### config.mk
export PLATFORM = sky130hd
export DESIGN_NAME = reg_write_arbiter
export DESIGN_NICKNAME = d
export VERILOG_FILES = /design/src/rtl/reg_arb_pkg.sv /design/src/rtl/wb_fifo.sv /design/src/rtl/reg_write_arbiter.sv
export SDC_FILE = /design/constraint.sdc
export NUM_CORES = 1
export LEC_CHECK = 0
export ABC_AREA = 1
export ABC_CLOCK_PERIOD_IN_PS = 11470
export CORE_MARGIN = 4
export CORE_UTILIZATION = 50
export DETAILED_ROUTE_END_ITERATION = 7
export DONT_BUFFER_PORTS = 1
export PLACE_DENSITY_LB_ADDON = 0.3
export SETUP_SLACK_MARGIN = 0.4
export SKIP_LAST_GASP = 1
export SYNTH_ARGS = -nofsm -noshare
export SYNTH_HDL_FRONTEND = slang
export SYNTH_SLANG_ARGS = --single-unit
### constraint.sdc
create_clock -name CLK -period 11.47 [get_ports CLK]
set_input_delay 2.8675 -clock CLK [delete_from_list [all_inputs] [get_ports CLK]]
set_output_delay 2.8675 -clock CLK [all_outputs]
set_load 0.02 [all_outputs]
### src/rtl/reg_arb_pkg.sv
// Shared constants and types for the register-file write arbiter.
package reg_arb_pkg;
    localparam int unsigned DEF_DEPTH  = 2;
    localparam int unsigned DEF_DATA_W = 32;
    localparam int unsigned REG_AW     = 5;
    localparam int unsigned REG_COUNT  = 32;

    typedef enum logic {
        REQ_A = 1'b0,
        REQ_B = 1'b1
    } req_id_e;
endpackage

### src/rtl/wb_fifo.sv
// Per-requester writeback queue; exposes every slot's valid bit and address for hazard tracking.
module wb_fifo
    import reg_arb_pkg::*;
#(
    parameter int unsigned DEPTH   = DEF_DEPTH,
    parameter int unsigned ENTRY_W = DEF_DATA_W + REG_AW
) (
    input  logic                            clk,
    input  logic                            rst,
    input  logic                            push,
    input  logic [ENTRY_W-1:0]              push_entry,
    input  logic                            pop,
    output logic                            full,
    output logic                            empty,
    output logic [ENTRY_W-1:0]              head,
    output logic [DEPTH-1:0]                entry_vld,
    output logic [DEPTH-1:0][REG_AW-1:0]    entry_addr
);
    localparam int unsigned PW    = (DEPTH > 1) ? $clog2(DEPTH) : 1;
    localparam int unsigned CNT_W = PW + 1;

    logic [PW-1:0]                  wr_ptr_q, wr_ptr_d;
    logic [PW-1:0]                  rd_ptr_q, rd_ptr_d;
    logic [CNT_W-1:0]               count_q, count_d;
    logic [DEPTH-1:0][ENTRY_W-1:0]  mem_q, mem_d;
    logic [DEPTH-1:0]               vld_q, vld_d;
    logic                           do_push, do_pop;

    assign full    = (count_q == CNT_W'(DEPTH));
    assign empty   = (count_q == '0);
    assign head    = mem_q[rd_ptr_q];
    assign do_push = push && !full;
    assign do_pop  = pop && !empty;

    always_comb begin
        wr_ptr_d = wr_ptr_q;
        rd_ptr_d = rd_ptr_q;
        count_d  = count_q;
        mem_d    = mem_q;
        vld_d    = vld_q;
        // Pop is applied before push; they never touch the same slot since
        // push is blocked when full and pop is blocked when empty.
        if (do_pop) begin
            vld_d[rd_ptr_q] = 1'b0;
            rd_ptr_d        = rd_ptr_q + PW'(1);
        end
        if (do_push) begin
            mem_d[wr_ptr_q] = push_entry;
            vld_d[wr_ptr_q] = 1'b1;
            wr_ptr_d        = wr_ptr_q + PW'(1);
        end
        if (do_push && !do_pop) begin
            count_d = count_q + CNT_W'(1);
        end else if (do_pop && !do_push) begin
            count_d = count_q - CNT_W'(1);
        end
    end

    always_comb begin
        entry_vld = vld_q;
        for (int unsigned i = 0; i < DEPTH; i++) begin
            entry_addr[i] = mem_q[i][REG_AW-1:0];
        end
    end

    always_ff @(posedge clk or posedge rst) begin
        if (rst) begin
            wr_ptr_q <= '0;
            rd_ptr_q <= '0;
            count_q  <= '0;
            mem_q    <= '0;
            vld_q    <= '0;
        end else begin
            wr_ptr_q <= wr_ptr_d;
            rd_ptr_q <= rd_ptr_d;
            count_q  <= count_d;
            mem_q    <= mem_d;
            vld_q    <= vld_d;
        end
    end
endmodule

### src/rtl/reg_write_arbiter.sv
// Merges ALU and load writebacks into one register-file write port with round-robin
// arbitration, x0 suppression and a per-register pending-write vector.
module reg_write_arbiter
    import reg_arb_pkg::*;
#(
    parameter int unsigned DEPTH  = DEF_DEPTH,
    parameter int unsigned DATA_W = DEF_DATA_W
) (
    input  logic                 CLK,
    input  logic                 RESET,
    input  logic                 A_VALID,
    input  logic [REG_AW-1:0]    A_ADDR,
    input  logic [DATA_W-1:0]    A_DATA,
    output logic                 A_READY,
    input  logic                 B_VALID,
    input  logic [REG_AW-1:0]    B_ADDR,
    input  logic [DATA_W-1:0]    B_DATA,
    output logic                 B_READY,
    output logic                 WRITE,
    output logic [REG_AW-1:0]    INADDRESS,
    output logic [DATA_W-1:0]    IN,
    output logic [REG_COUNT-1:0] PENDING
);
    localparam int unsigned ENTRY_W = DATA_W + REG_AW;

    logic                         a_full, a_empty, b_full, b_empty;
    logic [ENTRY_W-1:0]           a_head, b_head, pop_entry;
    logic [DEPTH-1:0]             a_vld, b_vld;
    logic [DEPTH-1:0][REG_AW-1:0] a_addrs, b_addrs;
    logic                         grant_a, grant_b;

    req_id_e                      rr_q, rr_d;
    logic                         write_q, write_d;
    logic [REG_AW-1:0]            addr_q, addr_d;
    logic [DATA_W-1:0]            data_q, data_d;

    assign A_READY = !a_full && !RESET;
    assign B_READY = !b_full && !RESET;

    wb_fifo #(.DEPTH(DEPTH), .ENTRY_W(ENTRY_W)) u_fifo_a (
        .clk(CLK), .rst(RESET),
        .push(A_VALID && A_READY), .push_entry({A_DATA, A_ADDR}),
        .pop(grant_a), .full(a_full), .empty(a_empty), .head(a_head),
        .entry_vld(a_vld), .entry_addr(a_addrs)
    );

    wb_fifo #(.DEPTH(DEPTH), .ENTRY_W(ENTRY_W)) u_fifo_b (
        .clk(CLK), .rst(RESET),
        .push(B_VALID && B_READY), .push_entry({B_DATA, B_ADDR}),
        .pop(grant_b), .full(b_full), .empty(b_empty), .head(b_head),
        .entry_vld(b_vld), .entry_addr(b_addrs)
    );

    always_comb begin
        grant_a   = !a_empty && (b_empty || rr_q == REQ_A);
        grant_b   = !b_empty && !grant_a;
        pop_entry = grant_a ? a_head : b_head;
        rr_d      = rr_q;
        write_d   = 1'b0;
        addr_d    = addr_q;
        data_d    = data_q;
        if (grant_a) begin
            rr_d = REQ_B;
        end else if (grant_b) begin
            rr_d = REQ_A;
        end
        // x0 entries are consumed silently; the output registers keep the previous write.
        if ((grant_a || grant_b) && pop_entry[REG_AW-1:0] != '0) begin
            write_d = 1'b1;
            addr_d  = pop_entry[REG_AW-1:0];
            data_d  = pop_entry[ENTRY_W-1:REG_AW];
        end
    end

    always_ff @(posedge CLK or posedge RESET) begin
        if (RESET) begin
            rr_q    <= REQ_A;
            write_q <= 1'b0;
            addr_q  <= '0;
            data_q  <= '0;
        end else begin
            rr_q    <= rr_d;
            write_q <= write_d;
            addr_q  <= addr_d;
            data_q  <= data_d;
        end
    end

    always_comb begin
        PENDING = '0;
        for (int unsigned i = 0; i < DEPTH; i++) begin
            if (a_vld[i]) PENDING[a_addrs[i]] = 1'b1;
            if (b_vld[i]) PENDING[b_addrs[i]] = 1'b1;
        end
        if (write_q) PENDING[addr_q] = 1'b1;
        PENDING[0] = 1'b0;
    end

    assign WRITE     = write_q;
    assign INADDRESS = addr_q;
    assign IN        = data_q;
endmodule
# Word level (Yosys, flattened, before mapping)
# Cells that the tools add are included.
word_totals:
  register_bits: 199
  output_inout_bits: 72
  wordCells: 142
op_classes:
  addsub: 8
  n_lt_le_gt_ge: 18
  eq_ne: 2
  n_mux: 45
  bitwise: 11
  reduce_logical: 42
ops:
  columns: ["operator", "count"]
  rows:
  - ["$mux W37", 7]
  - ["$mux W32", 5]
  - ["$bwmux W74", 2]
  - ["$or A32 B32 Y32", 4]
  - ["$demux W37 S1", 2]
  - ["$lt A5 B6 Y1 const B", 5]
  - ["$demux W1 S5", 5]
  - ["$ge A5 B1 Y1 const B", 5]
  - ["$logic_and A1 B1 Y1", 24]
  - ["$mux W2", 8]
  - ["$mux W1", 12]
  - ["$logic_not A1 Y1", 10]
  - ["$lt A1 B2 Y1 const B", 4]
  - ["$reduce_bool A2 Y1", 3]
  - ["$reduce_bool A5 Y1", 1]
  - ["$add A1 B1 Y1 const B", 4]
  - ["$add A2 B1 Y2 const B", 2]
  - ["$and A2 B2 Y2", 2]
  - ["$demux W1 S1", 4]
  - ["$eq A2 B2 Y1 const B", 2]
  - ["$ge A1 B1 Y1 const B", 4]
  - ["$logic_not A2 Y1", 2]
  - ["$not A2 Y2", 2]
  - ["$or A2 B2 Y2", 2]
  - ["other kinds (3)", 5]

# Depth between registers and ports, before layout
logic_depth:
  ltp_word: 13
  ltp_mapped: 13
  depth_no_buf: 10

# Cells and area by module
# Synthesis repeated with hierarchy kept, for this count alone.
hier_totals:
  hier_cells: 1547
  area_unflattened_um2: 11131.9
by_module_without_submodules:
  columns: ["mod", "instances", "cells_each", "area_each_um2"]
  rows:
  - ["wb_fifo", 2, 497, 3900.0]
  - ["reg_write_arbiter", 1, 553, 3331.9]

# Worst setup path before layout
# No wires, ideal clock.
synth_timing:
  path_kind: "input-to-output"
  startpoint: "input RESET"
  endpoint: "output A_READY"
  arrival_ns: 3.240
  required_time_ns: 8.602
  setup_slack_ns: 5.362
  path_stages: 1
  n_path_buf: 0
  cell_sequence: "a21oi_1"
synth_via:
  elab_chain_cells: 2
synth_rtl:
  columns: ["element", "line", "text"]
  rows:
  - ["from (decl)", "reg_write_arbiter.sv:10", "input logic RESET,"]
  - ["$logic_not A1 Y1 (no line)", null, null]
  - ["$logic_and A1 B1 Y1", "reg_write_arbiter.sv:37", "assign A_READY = !a_full && !RESET;"]
  - ["to (decl)", "reg_write_arbiter.sv:14", "output logic A_READY,"]
# No other way between the ends.

# Worst setup path in the final report
# Same ends and word-level chain as after synthesis.

==> run summary <==
status: complete, no violations
combinational group share of total power: 46.0%
post-synthesis sequential area ratio: 48.5%
Tmin final: 6.14 ns
busiest grt layer: met2
Tot Pwr: 0.00364 W
Tcrit/Tclk final: 53.5%
Root Buffer: clkbuf_16
Gate Count Post-Synth: 1347
number of buffers added for setup after CTS: 0
Leakage: 5.20 nW
Final Hold Fails: 0
IO buf count: 0
Initial Utilization: 50.7%
commonest non-fill, non-tap cell in the layout: nand2_1
Syn Nets: 1427
largest stage delay on the critical path: 0.40 ns
post-CTS resize count: 0
commonest cells after routing, fill and taps aside: nand2_1 (598), dfrtp_1 (198), nand3_1 (103)
worst-path maximum fanout: 3
drt initial violations: 828
TritonCTS clock tree: built
Chip Height: 151 µm
startpoint types: input port
critical path capture point type: primary output
first-pass GRT wire length: 46600 µm
worst slew pin tran: 1.29 ns
Yosys cell types: 40
Total GRT Usage: 26.4%
cell-internal power: 0.00184 W
Clock H-tree levels: 4
fmax: 163 MHz
area delta synth->final: 5.99%
total grt overflow: 0
storage element area: 4980 µm²
worst-skew pair later-pin latency: 0.43 ns
GRT met2 Usage: 39.7%
Crit path required time: 8.60 ns
initial antenna violation count: 0
Syn Area/Cell: 7.62 µm²
cts bufs inserted: 17
clk slew on worst S/H paths: 0.07 ns
die area: 22900 µm²
Worst Skew: 0.0100 ns
Max rail drop VDD: 0.000291 V
Min-Delay Path Class: flip-flop to flip-flop
routability congestion estimate: 0.954
worst r2r src: u_fifo_a.count_q[0]
Top Family by Delay on Critical Path: compound AO/OA/AOI/OAI gates
max cap viols: 0
via count: 8877
hold_buf cts: 0
1st-pass router iterations: 7
CORE AREA: 20200 µm²
vias in the first global route: 8333
worst hold margin: 0.476 ns
HP Start: u_fifo_a.mem_q[31]
Reg power frac: 36.9%
sw frac: 49.5%
DR vias/cell: 5.60
layout cells sized above 1: 6.46%
final WL: 29700 µm
met1 Use GR: 37.9%
fillcell total: 1959
largest net degree at the start of global routing: 136
Nets: 1383
Sw Pwr: 0.00180 W
Crit-path slowest cell: a21oi_1
Pwr Density: 335 nW/µm²
WP buf/inv: 0
multi-input logic area: 4570 µm²
setup TNS: 0 ns
ant diodes: 0
Arr. time, crit path: 3.27 ns
# DRC: 0
clk buf depth: 2
clock sinks: 199
hpwl dp: 19800 µm
critical path class: input port to primary output
Slew Viols, Final: 0
ANT nets after route: 0
M3 GR Usage: 7.24%
IO Count: 150
RSZ-0062 raised after global routing: no
synth warn: 0
drt wl/cell: 18.7 µm
Std-Cell Rows: 52
max_slew headroom: 13.0%
CP startpoint: RESET
final setup fails: 0
synthesized area: 10300 µm²
Die W: 151 µm
post-synthesis register bit count: 199
crit-path cells: a21oi_1
clock power share: 17.0%
-- logic make-up after synthesis --
kind of cell             Yosys count  synth area share [%]
XOR/XNOR                           5                 0.427
buffers and inverters            152                  7.15
AO/OA/AOI/OAI                    167                  9.55
flip-flops                       199                  48.5
AND/OR/NAND/NOR                  821                  34.1
adder cells (fa/ha/maj)            2                 0.244
other                              1                0.0366
-- metal layers --
layer	vias up	routed length, µm
li1	4288	-
met1	4184	13100
met2	356	13200
met3	49	2800
met4	0	604
met5	-	0
-- state kept, by name (all words and copies together), names as in the netlist, 2 cells and up --
name and cells:
u_fifo_a.mem_q 64, u_fifo_b.count_q 2, u_fifo_a.count_q 2, u_fifo_a.entry_addr 10, IN 32, u_fifo_b.entry_vld 2, u_fifo_a.entry_vld 2, u_fifo_b.mem_q 64
u_fifo_b.entry_addr 10, INADDRESS 5
-- metrics by stage --
step / util (%) / instance area, µm² / setup slack, ns / std cells
5_1_grt: 53.7 / 10900 / 5.31 / 1586
3_5_place_dp: 50.7 / 10300 / 5.33 / 1554
6_report: 53.7 / 10900 / 5.33 / 1586
2_1_floorplan: - / 10300 / 3.18 / 1347
3_3_place_gp: 50.7 / 10300 / 5.33 / 1554
4_1_cts: 53.7 / 10900 / 5.33 / 1586
-- Yosys cell counts, drive strengths merged --
cell / number / area share [%]
o21a: 1 / 0.073
nand2: 605 / 22
a21oi: 33 / 1.6
o21ai: 100 / 5.0
xor2: 2 / 0.17
nand4: 13 / 0.79
conb: 1 / 0.037
nor2: 35 / 1.6
nand3: 124 / 7.1
dfrtp: 199 / 49
xnor2: 3 / 0.26
inv: 81 / 3.0
o2111ai: 26 / 2.2
a2bb2oi: 2 / 0.17
clkinv: 1 / 0.037
buf: 48 / 3.3
nor3: 41 / 2.0
clkbuf: 22 / 0.80
o211ai: 4 / 0.34
nor4: 2 / 0.12
a22oi: 1 / 0.073
ha: 2 / 0.24
nand3b: 1 / 0.073
-- cell type report --
| cell class | instances | area share (%) |
|---|---|---|
| inverter | 82 | 2.92 |
| tap | 270 | 3.11 |
| multi-input combinational | 996 | 42.0 |
| clock inverter | 15 | 1.74 |
| timing repair buffer | 7 | 0.483 |
| sequential | 199 | 45.8 |
| clock buffer | 17 | 3.91 |
-- final timing paths --
| path | slack [ns] | end | depth (start not counted) |
|---|---|---|---|
| setup / recovery | 5.33 | A_READY | 1 |
| hold / removal | 0.48 | u_fifo_a.mem_q[31] | 2 |
| setup reg to reg | 8.47 | u_fifo_a.mem_q[28] | 7 |
| hold reg to reg | 0.48 | u_fifo_a.mem_q[31] | 2 |
| max in group asynchronous | 7.70 | u_fifo_a.mem_q[70] | 2 |
| min in group asynchronous | 2.40 | u_fifo_b.count_q[0] | 1 |
-- power groups by stage --
| stage | clock network (W) | logic, W | registers (W) |
|---|---|---|---|
| after floorplan | 0 | 0.00140 | 0.00128 |
| after global placement | 0 | 0.00164 | 0.00135 |
| after detailed placement | 0 | 0.00167 | 0.00135 |
| after CTS | 0.000632 | 0.00167 | 0.00134 |
| after global routing | 0.000659 | 0.00188 | 0.00139 |
| final | 0.000620 | 0.00168 | 0.00135 |
Power figures use the tool's default switching activity.
